--- config.mk ---
export PLATFORM = sky130hd
export DESIGN_NAME = analog_io_ctrl_flat
export DESIGN_NICKNAME = d
export VERILOG_FILES = /design/src/rtl/analog_io_ctrl_if.sv /design/src/rtl/analog_io_ctrl.sv /design/src/flat_wrapper.sv
export SDC_FILE = /design/constraint.sdc
export NUM_CORES = 1
export LEC_CHECK = 0
export ABC_CLOCK_PERIOD_IN_PS = 3350
export CAP_MARGIN = 10
export CORE_MARGIN = 3
export CORE_UTILIZATION = 50
export DETAILED_ROUTE_END_ITERATION = 12
export PLACE_DENSITY = 0.79
export SYNTH_ARGS = -nofsm -noshare
export SYNTH_HDL_FRONTEND = slang
export SYNTH_SLANG_ARGS = --single-unit
--- constraint.sdc ---
create_clock -name clk -period 3.35 [get_ports clk]
set_input_delay 0.5025 -clock clk [delete_from_list [all_inputs] [get_ports clk]]
set_output_delay 0.5025 -clock clk [all_outputs]
set_load 0.02 [all_outputs]
--- src/rtl/analog_io_ctrl_if.sv ---
// Request/response handshake bundle between a requester and the analog I/O sequencer.
interface analog_io_ctrl_if #(
    parameter int unsigned BITS = 16
);
    logic            req_valid;
    logic            req_ready;
    logic            req_write;
    logic [BITS-1:0] req_data;
    logic            rsp_valid;
    logic            rsp_ready;
    logic [BITS-1:0] rsp_data;

    modport master (
        output req_valid, req_write, req_data, rsp_ready,
        input  req_ready, rsp_valid, rsp_data
    );

    modport slave (
        input  req_valid, req_write, req_data, rsp_ready,
        output req_ready, rsp_valid, rsp_data
    );
endinterface

--- src/rtl/analog_io_ctrl.sv ---
// Sequences single read/write requests onto a bidirectional analog port, inserting a
// turnaround settle on direction changes and averaging 2^AVG_LOG2 samples per read.
module analog_io_ctrl #(
    parameter int unsigned BITS          = 16,
    parameter int unsigned SETTLE_CYCLES = 4,
    parameter int unsigned AVG_LOG2      = 2
) (
    input  logic            clk,
    input  logic            rst,
    analog_io_ctrl_if.slave bus,
    output logic            busy_o,
    output logic            io_en_o,
    output logic            io_direction_o,
    output logic [BITS-1:0] io_data_in_o,
    input  logic [BITS-1:0] io_data_out_i
);
    typedef enum logic [2:0] {IDLE, SETTLE, WRITE, SAMPLE, RESP} state_e;

    localparam int unsigned NUM_SAMPLES = 1 << AVG_LOG2;
    localparam int unsigned CNT_MAX     = (SETTLE_CYCLES > NUM_SAMPLES) ? SETTLE_CYCLES : NUM_SAMPLES;
    localparam int unsigned CNT_W       = $clog2(CNT_MAX + 1);
    localparam int unsigned ACC_W       = BITS + AVG_LOG2;
    localparam logic [CNT_W-1:0] SETTLE_LAST = CNT_W'(SETTLE_CYCLES - 1);
    localparam logic [CNT_W-1:0] SAMPLE_LAST = CNT_W'(NUM_SAMPLES - 1);

    state_e            state_q, state_d;
    logic              dir_q, dir_d;
    logic              write_q, write_d;
    logic [BITS-1:0]   data_in_q, data_in_d;
    logic [BITS-1:0]   rsp_data_q, rsp_data_d;
    logic [ACC_W-1:0]  acc_q, acc_d;
    logic [CNT_W-1:0]  cnt_q, cnt_d;
    logic [ACC_W-1:0]  acc_sum;

    assign acc_sum = acc_q + ACC_W'(io_data_out_i);

    // NOTE: every _d gets its hold value first so no path through the case can infer a latch.
    always_comb begin
        state_d    = state_q;
        dir_d      = dir_q;
        write_d    = write_q;
        data_in_d  = data_in_q;
        rsp_data_d = rsp_data_q;
        acc_d      = acc_q;
        cnt_d      = cnt_q;
        unique case (state_q)
            IDLE: begin
                if (bus.req_valid) begin
                    write_d = bus.req_write;
                    dir_d   = bus.req_write;
                    cnt_d   = '0;
                    if (bus.req_write) data_in_d = bus.req_data;
                    if ((bus.req_write != dir_q) && (SETTLE_CYCLES != 0)) state_d = SETTLE;
                    else state_d = bus.req_write ? WRITE : SAMPLE;
                end
            end
            SETTLE: begin
                if (cnt_q == SETTLE_LAST) begin
                    cnt_d   = '0;
                    state_d = write_q ? WRITE : SAMPLE;
                end else begin
                    cnt_d = cnt_q + CNT_W'(1);
                end
            end
            WRITE: begin
                rsp_data_d = data_in_q;
                state_d    = RESP;
            end
            SAMPLE: begin
                if (cnt_q == SAMPLE_LAST) begin
                    // Accumulator is wide enough that the full sum never wraps before the shift.
                    rsp_data_d = BITS'(acc_sum >> AVG_LOG2);
                    acc_d      = '0;
                    cnt_d      = '0;
                    state_d    = RESP;
                end else begin
                    acc_d = acc_sum;
                    cnt_d = cnt_q + CNT_W'(1);
                end
            end
            RESP: begin
                if (bus.rsp_ready) state_d = IDLE;
            end
            default: state_d = IDLE;
        endcase
    end

    // NOTE: sequential state is updated with non-blocking assignments only.
    always_ff @(posedge clk or posedge rst) begin
        if (rst) begin
            state_q    <= IDLE;
            dir_q      <= 1'b0;
            write_q    <= 1'b0;
            data_in_q  <= '0;
            rsp_data_q <= '0;
            acc_q      <= '0;
            cnt_q      <= '0;
        end else begin
            state_q    <= state_d;
            dir_q      <= dir_d;
            write_q    <= write_d;
            data_in_q  <= data_in_d;
            rsp_data_q <= rsp_data_d;
            acc_q      <= acc_d;
            cnt_q      <= cnt_d;
        end
    end

    assign bus.req_ready  = (state_q == IDLE);
    assign bus.rsp_valid  = (state_q == RESP);
    assign bus.rsp_data   = rsp_data_q;
    assign busy_o         = (state_q != IDLE);
    assign io_en_o        = (state_q == SETTLE) || (state_q == WRITE) || (state_q == SAMPLE);
    assign io_direction_o = dir_q;
    assign io_data_in_o   = data_in_q;
endmodule
--- src/flat_wrapper.sv ---
// flat-port wrapper written by rule: the top's interface ports become plain ports
module analog_io_ctrl_flat 
#(
    parameter int unsigned BITS          = 16,
    parameter int unsigned SETTLE_CYCLES = 4,
    parameter int unsigned AVG_LOG2      = 2
)
  (clk, rst, busy_o, io_en_o, io_direction_o, io_data_in_o, io_data_out_i, bus_req_valid, bus_req_write, bus_req_data, bus_rsp_ready, bus_req_ready, bus_rsp_valid, bus_rsp_data);
  analog_io_ctrl_if #(.BITS(BITS)) bus_i ();
  input  logic clk;
  input  logic rst;
  output logic busy_o;
  output logic io_en_o;
  output logic io_direction_o;
  output logic [BITS-1:0] io_data_in_o;
  input  logic [BITS-1:0] io_data_out_i;
  input wire logic [$bits(bus_i.req_valid)-1:0] bus_req_valid;
  input wire logic [$bits(bus_i.req_write)-1:0] bus_req_write;
  input wire logic [$bits(bus_i.req_data)-1:0] bus_req_data;
  input wire logic [$bits(bus_i.rsp_ready)-1:0] bus_rsp_ready;
  output wire logic [$bits(bus_i.req_ready)-1:0] bus_req_ready;
  output wire logic [$bits(bus_i.rsp_valid)-1:0] bus_rsp_valid;
  output wire logic [$bits(bus_i.rsp_data)-1:0] bus_rsp_data;
  assign bus_i.req_valid = bus_req_valid;
  assign bus_i.req_write = bus_req_write;
  assign bus_i.req_data = bus_req_data;
  assign bus_i.rsp_ready = bus_rsp_ready;
  assign bus_req_ready = bus_i.req_ready;
  assign bus_rsp_valid = bus_i.rsp_valid;
  assign bus_rsp_data = bus_i.rsp_data;
  analog_io_ctrl #(.BITS(BITS), .SETTLE_CYCLES(SETTLE_CYCLES), .AVG_LOG2(AVG_LOG2)) u_core (.clk(clk), .rst(rst), .bus(bus_i), .busy_o(busy_o), .io_en_o(io_en_o), .io_direction_o(io_direction_o), .io_data_in_o(io_data_in_o), .io_data_out_i(io_data_out_i));
endmodule
==> impl_summary.log <==
[metrics] result of the run: finished clean
[metrics] part of the Yosys area used for sequential elements: 0.444
[metrics] area of the mapped netlist: roughly 3200 sq um
[metrics] CP cell instances: clkdlybuf4s50_1 -> ha_1 -> fa_1 -> a21oi_1 -> nand4b_1 -> a21oi_2 -> or4_1 -> a21o_1 -> a21oi_1 -> o21ai_1
[metrics] overall fraction of global-route tracks in use: 0.225
[metrics] peak fanout along the critical path: 3
[metrics] critical path data arrival time: 2.93 ns
[metrics] mux share of post-synthesis cell area: 0.0654
[metrics] Hold Fails Final Rpt: 0
[metrics] via count of the first global-routing pass: approximately 2.8k
[metrics] Net Count, Synth: 387
[metrics] worst-case setup slack after placement: around 0.28 ns
[metrics] slew margin rel.: 0.472
[metrics] Primary FF master, synth: sky130_fd_sc_hd__dfrtp_1
[metrics] power per cell area: 1070 nW/um^2
[metrics] post-cts sizing count: 0
[metrics] initial drt markers: 171
[metrics] maximum operating frequency: 368 MHz
[metrics] unrepaired setup endpoints after global routing: false
[metrics] final setup margin: 0.632 ns
[metrics] combinational family with the most area after synthesis: compound AO/OA/AOI/OAI gates
[metrics] die extent in x: 86.1 microns
[metrics] pin count of the biggest net entering global routing: 29
[metrics] area fraction in compound gates after synthesis: 0.192
[metrics] gate count of the mapped netlist: between 300 and 400
[metrics] global route overflow: 0
[metrics] VDD IR-drop max: approximately 0.00074 V
[metrics] CTS root buf: sky130_fd_sc_hd__clkbuf_8
[metrics] TritonCTS clock tree: yes
[metrics] Critical Path Sink Type: flop
[metrics] worst-path cell with the longest stage delay: sky130_fd_sc_hd__or4_1
[metrics] initial antenna violation count: 0
[metrics] Starting Density: 0.530
[metrics] post-DR wirelength/cell: between 15 and 20 microns
[metrics] wire length reported by the detailed router: 7.87 mm
[metrics] number of top-level pins: 74
[metrics] filler instances: 484
[metrics] placed cell count: 472
[metrics] Leak Pwr: 1.89 nW
[metrics] count of flip-flops with a built-in enable after synthesis: 0
[metrics] final setup violation count: 0
[metrics] post-layout utilization of the core: 0.698
[metrics] wire length of the first global-routing pass: 13.1 mm
[metrics] final antenna-violating net count: 0
[metrics] area occupied by multi-input gates: 1720 sq um
[metrics] net total in the final layout: ~460
[metrics] # Post-CTS Setup Buffers: 0
[metrics] number of pins with negative max-slew slack in the final report: 0
[metrics] CTS buffer count: 9
[metrics] height of the chip: 86.1 microns
[metrics] antenna fix cells: 0
[metrics] clock network latency to the later pin of the worst-skew pair: about 0.33 ns
[metrics] max-capacitance violation count: 0
[metrics] largest buffer count on any clock path: 2
[metrics] floorplan core area: 6060 sq um
[metrics] DRC viols: 0
[metrics] post-synthesis simple-gate area fraction: 0.171
[metrics] CTS hold repair buffers: 0
[metrics] Tightest Hold Check Type: reg -> reg
[metrics] Seq. cell area: 1430 sq um
[metrics] min Tclk post-route: roughly 2.7 ns
[metrics] first drt pass iteration count: 4
[metrics] type of the setup path with the least slack: in -> reg
[metrics] via count: 2800
[metrics] Worst path most repeated cell: sky130_fd_sc_hd__a21oi_1
[metrics] fraction of the cycle the final worst path needs: 0.811
[metrics] fraction of registers with async set/reset: 1.00
[metrics] worst endpoint required time: 3.57 ns
[metrics] minimum setup slack among reg-to-reg paths: 0.84 ns
[metrics] Total Negative Setup Slacks: 0 ns
[metrics] DPL Wire Length: 5.78 mm
[metrics] adder-cell area share of the yosys netlist: 0.0764
[metrics] register bit count reported by yosys: 57
[metrics] Least-Margin Pin Slew: 0.789 ns
[metrics] die area: 7420 sq um
[metrics] number of port buffers: 73
[metrics] # rows: 28
[metrics] clock-pin transition on the worst setup and hold timing paths: approximately 0.070 ns
[metrics] average instance area after synthesis: 9.70 sq um
[metrics] Area Growth Syn to Fin: 31.8%
[metrics] sum of buffers and inverters on the critical path: 1
[metrics] number of unique standard cell types used by synthesis: 54
[metrics] clock sink total: 57
[metrics] number of levels the H-tree was split into: 3
[metrics] Startpoint Class: primary input
[metrics] fraction of final layout cells sized beyond drive strength 1: 0.121
[metrics] critical path's top delay family: compound AO/OA/AOI/OAI gates
[metrics] vias per std cell: 5.75
[metrics] global placement routability congestion: 0.907
[metrics] XOR/XNOR Fraction of Synth Area: 0.0300
[metrics] critical path's largest stage delay: 0.51 ns
[metrics] number of cells in the finished layout apart from fillers: 487
[metrics] setup skew after layout: 0.0108 ns
[metrics] number of warnings issued by yosys: 0
## placed cells by master (no fill, tap or decap), types with 6 or more instances in the layout
cell type	instances
sky130_fd_sc_hd__a31oi_1	6
sky130_fd_sc_hd__ha_1	18
sky130_fd_sc_hd__dfrtp_1	57
sky130_fd_sc_hd__nand2_1	47
sky130_fd_sc_hd__mux2_2	16
sky130_fd_sc_hd__a21oi_1	23
sky130_fd_sc_hd__o21ai_0	13
sky130_fd_sc_hd__nand3_1	11
sky130_fd_sc_hd__o21ai_1	11
sky130_fd_sc_hd__clkdlybuf4s50_1	73
sky130_fd_sc_hd__xnor2_1	7
sky130_fd_sc_hd__a22o_1	8
sky130_fd_sc_hd__clkbuf_8	13
sky130_fd_sc_hd__nor2_1	25
## routing by layer
metal / track usage / part of all wire / vias up
met5: 0 / 0 / -
met4: 0.101 / 0.023 / 0
met3: 0.0490 / 0.066 / 15
met2: 0.343 / 0.46 / 88
met1: 0.308 / 0.45 / 1338
li1: - / - / 1359
## area by class of cell
| type | count | share of cell area |
|---|---|---|
| well taps | 75 | 0.0222 |
| clock buffers | 13 | 0.0423 |
| repair buffers | 78 | 0.181 |
| flip-flops and latches | 57 | 0.337 |
| inverters | 4 | 0.00355 |
| clock inverters | 2 | 0.00828 |
| multi-input cells | 258 | 0.405 |
## flip-flops by register name, indices dropped and copies added, names as in the netlist
register,count
u_core.state_q,3
u_core.bus.rsp_data,16
u_core.cnt_q,3
u_core.acc_q,18
u_core.io_data_in_o,16
u_core.io_direction_o,1
## power by group
group          switching, mW  total [mW]  internal, mW
registers              0.257        1.28          1.03
logic                   1.41        2.57          1.15
clock network          0.277       0.697         0.420
## cell usage after synthesis (2+ instances only)
| library cell | n | area (sq um) |
|---|---|---|
| sky130_fd_sc_hd__xnor2_1 | 7 | 61.3 |
| sky130_fd_sc_hd__and2_1 | 3 | 18.8 |
| sky130_fd_sc_hd__nor2b_1 | 4 | 25.0 |
| sky130_fd_sc_hd__o22ai_1 | 2 | 12.5 |
| sky130_fd_sc_hd__a211oi_1 | 3 | 22.5 |
| sky130_fd_sc_hd__nand4_1 | 2 | 12.5 |
| sky130_fd_sc_hd__buf_2 | 2 | 10.0 |
| sky130_fd_sc_hd__a21oi_1 | 23 | 115 |
| sky130_fd_sc_hd__nand2_1 | 47 | 176 |
| sky130_fd_sc_hd__clkbuf_1 | 8 | 30.0 |
| sky130_fd_sc_hd__a31o_1 | 2 | 17.5 |
| sky130_fd_sc_hd__nand3_1 | 11 | 55.1 |
| sky130_fd_sc_hd__a21oi_2 | 4 | 35.0 |
| sky130_fd_sc_hd__dfrtp_1 | 57 | 1430 |
| sky130_fd_sc_hd__ha_1 | 18 | 225 |
| sky130_fd_sc_hd__o21ai_0 | 13 | 65.1 |
| sky130_fd_sc_hd__mux2i_1 | 3 | 30.0 |
| sky130_fd_sc_hd__nor2_1 | 25 | 93.8 |
| sky130_fd_sc_hd__a31oi_1 | 6 | 37.5 |
| sky130_fd_sc_hd__o31ai_1 | 3 | 22.5 |
| sky130_fd_sc_hd__o21ai_1 | 11 | 55.1 |
| sky130_fd_sc_hd__nand2b_1 | 5 | 31.3 |
| sky130_fd_sc_hd__a22o_1 | 8 | 70.1 |
| sky130_fd_sc_hd__a21o_1 | 5 | 37.5 |
| sky130_fd_sc_hd__nor3_1 | 5 | 25.0 |
| sky130_fd_sc_hd__inv_1 | 3 | 11.3 |
| sky130_fd_sc_hd__mux2_2 | 16 | 180 |
| sky130_fd_sc_hd__and3_1 | 5 | 31.3 |
| sky130_fd_sc_hd__o31a_1 | 2 | 17.5 |
| sky130_fd_sc_hd__xor2_1 | 4 | 35.0 |
## worst reg2reg max path, stage by stage (launching register included)
cell	delay, ns
sky130_fd_sc_hd__dfrtp_1	0.38
sky130_fd_sc_hd__ha_1	0.22
sky130_fd_sc_hd__fa_1	0.42
sky130_fd_sc_hd__a21oi_1	0.20
sky130_fd_sc_hd__nand4b_1	0.17
sky130_fd_sc_hd__a21oi_2	0.09
sky130_fd_sc_hd__or4_1	0.51
sky130_fd_sc_hd__a21o_1	0.19
sky130_fd_sc_hd__a21oi_1	0.14
sky130_fd_sc_hd__o21ai_1	0.08
## cells by family (layout without fill, tap and decap cells)
| kind of cell | Yosys count | in the layout |
|---|---|---|
| and+or+nand+nor | 116 | 116 |
| AOI/OAI and AO/OA | 93 | 93 |
| DFF | 57 | 57 |
| adders and majority gates | 19 | 19 |
| muxes | 19 | 19 |
| buffers and inverters | 16 | 97 |
| xor gates and xnor gates | 11 | 11 |
## final timing paths
path,start,endpoint,depth (start not counted)
setup / recovery,io_data_out_i[0],u_core.bus.rsp_data[12],10
hold / removal,u_core.acc_q[7],u_core.acc_q[7],2
setup reg to reg,u_core.acc_q[0],u_core.bus.rsp_data[12],9
hold reg to reg,u_core.acc_q[7],u_core.acc_q[7],2
max in group asynchronous,rst,u_core.acc_q[10],3
min in group asynchronous,rst,u_core.io_data_in_o[14],2
## per-stage QoR
| stage | total power [mW] | cell area, sq um | hold slack [ns] |
|---|---|---|---|
| 6_report | 4.55 | 4230 | 0.476 |
| 5_1_grt | 4.89 | 4230 | 0.496 |
| 4_1_cts | 4.56 | 4230 | 0.479 |
| 3_5_place_dp | 3.84 | 4020 | 0.465 |
| 3_3_place_gp | 3.78 | 4020 | 0.457 |
| 2_1_floorplan | 2.96 | 3210 | 0.443 |
No activity file was read; power rests on OpenSTA's default activity.
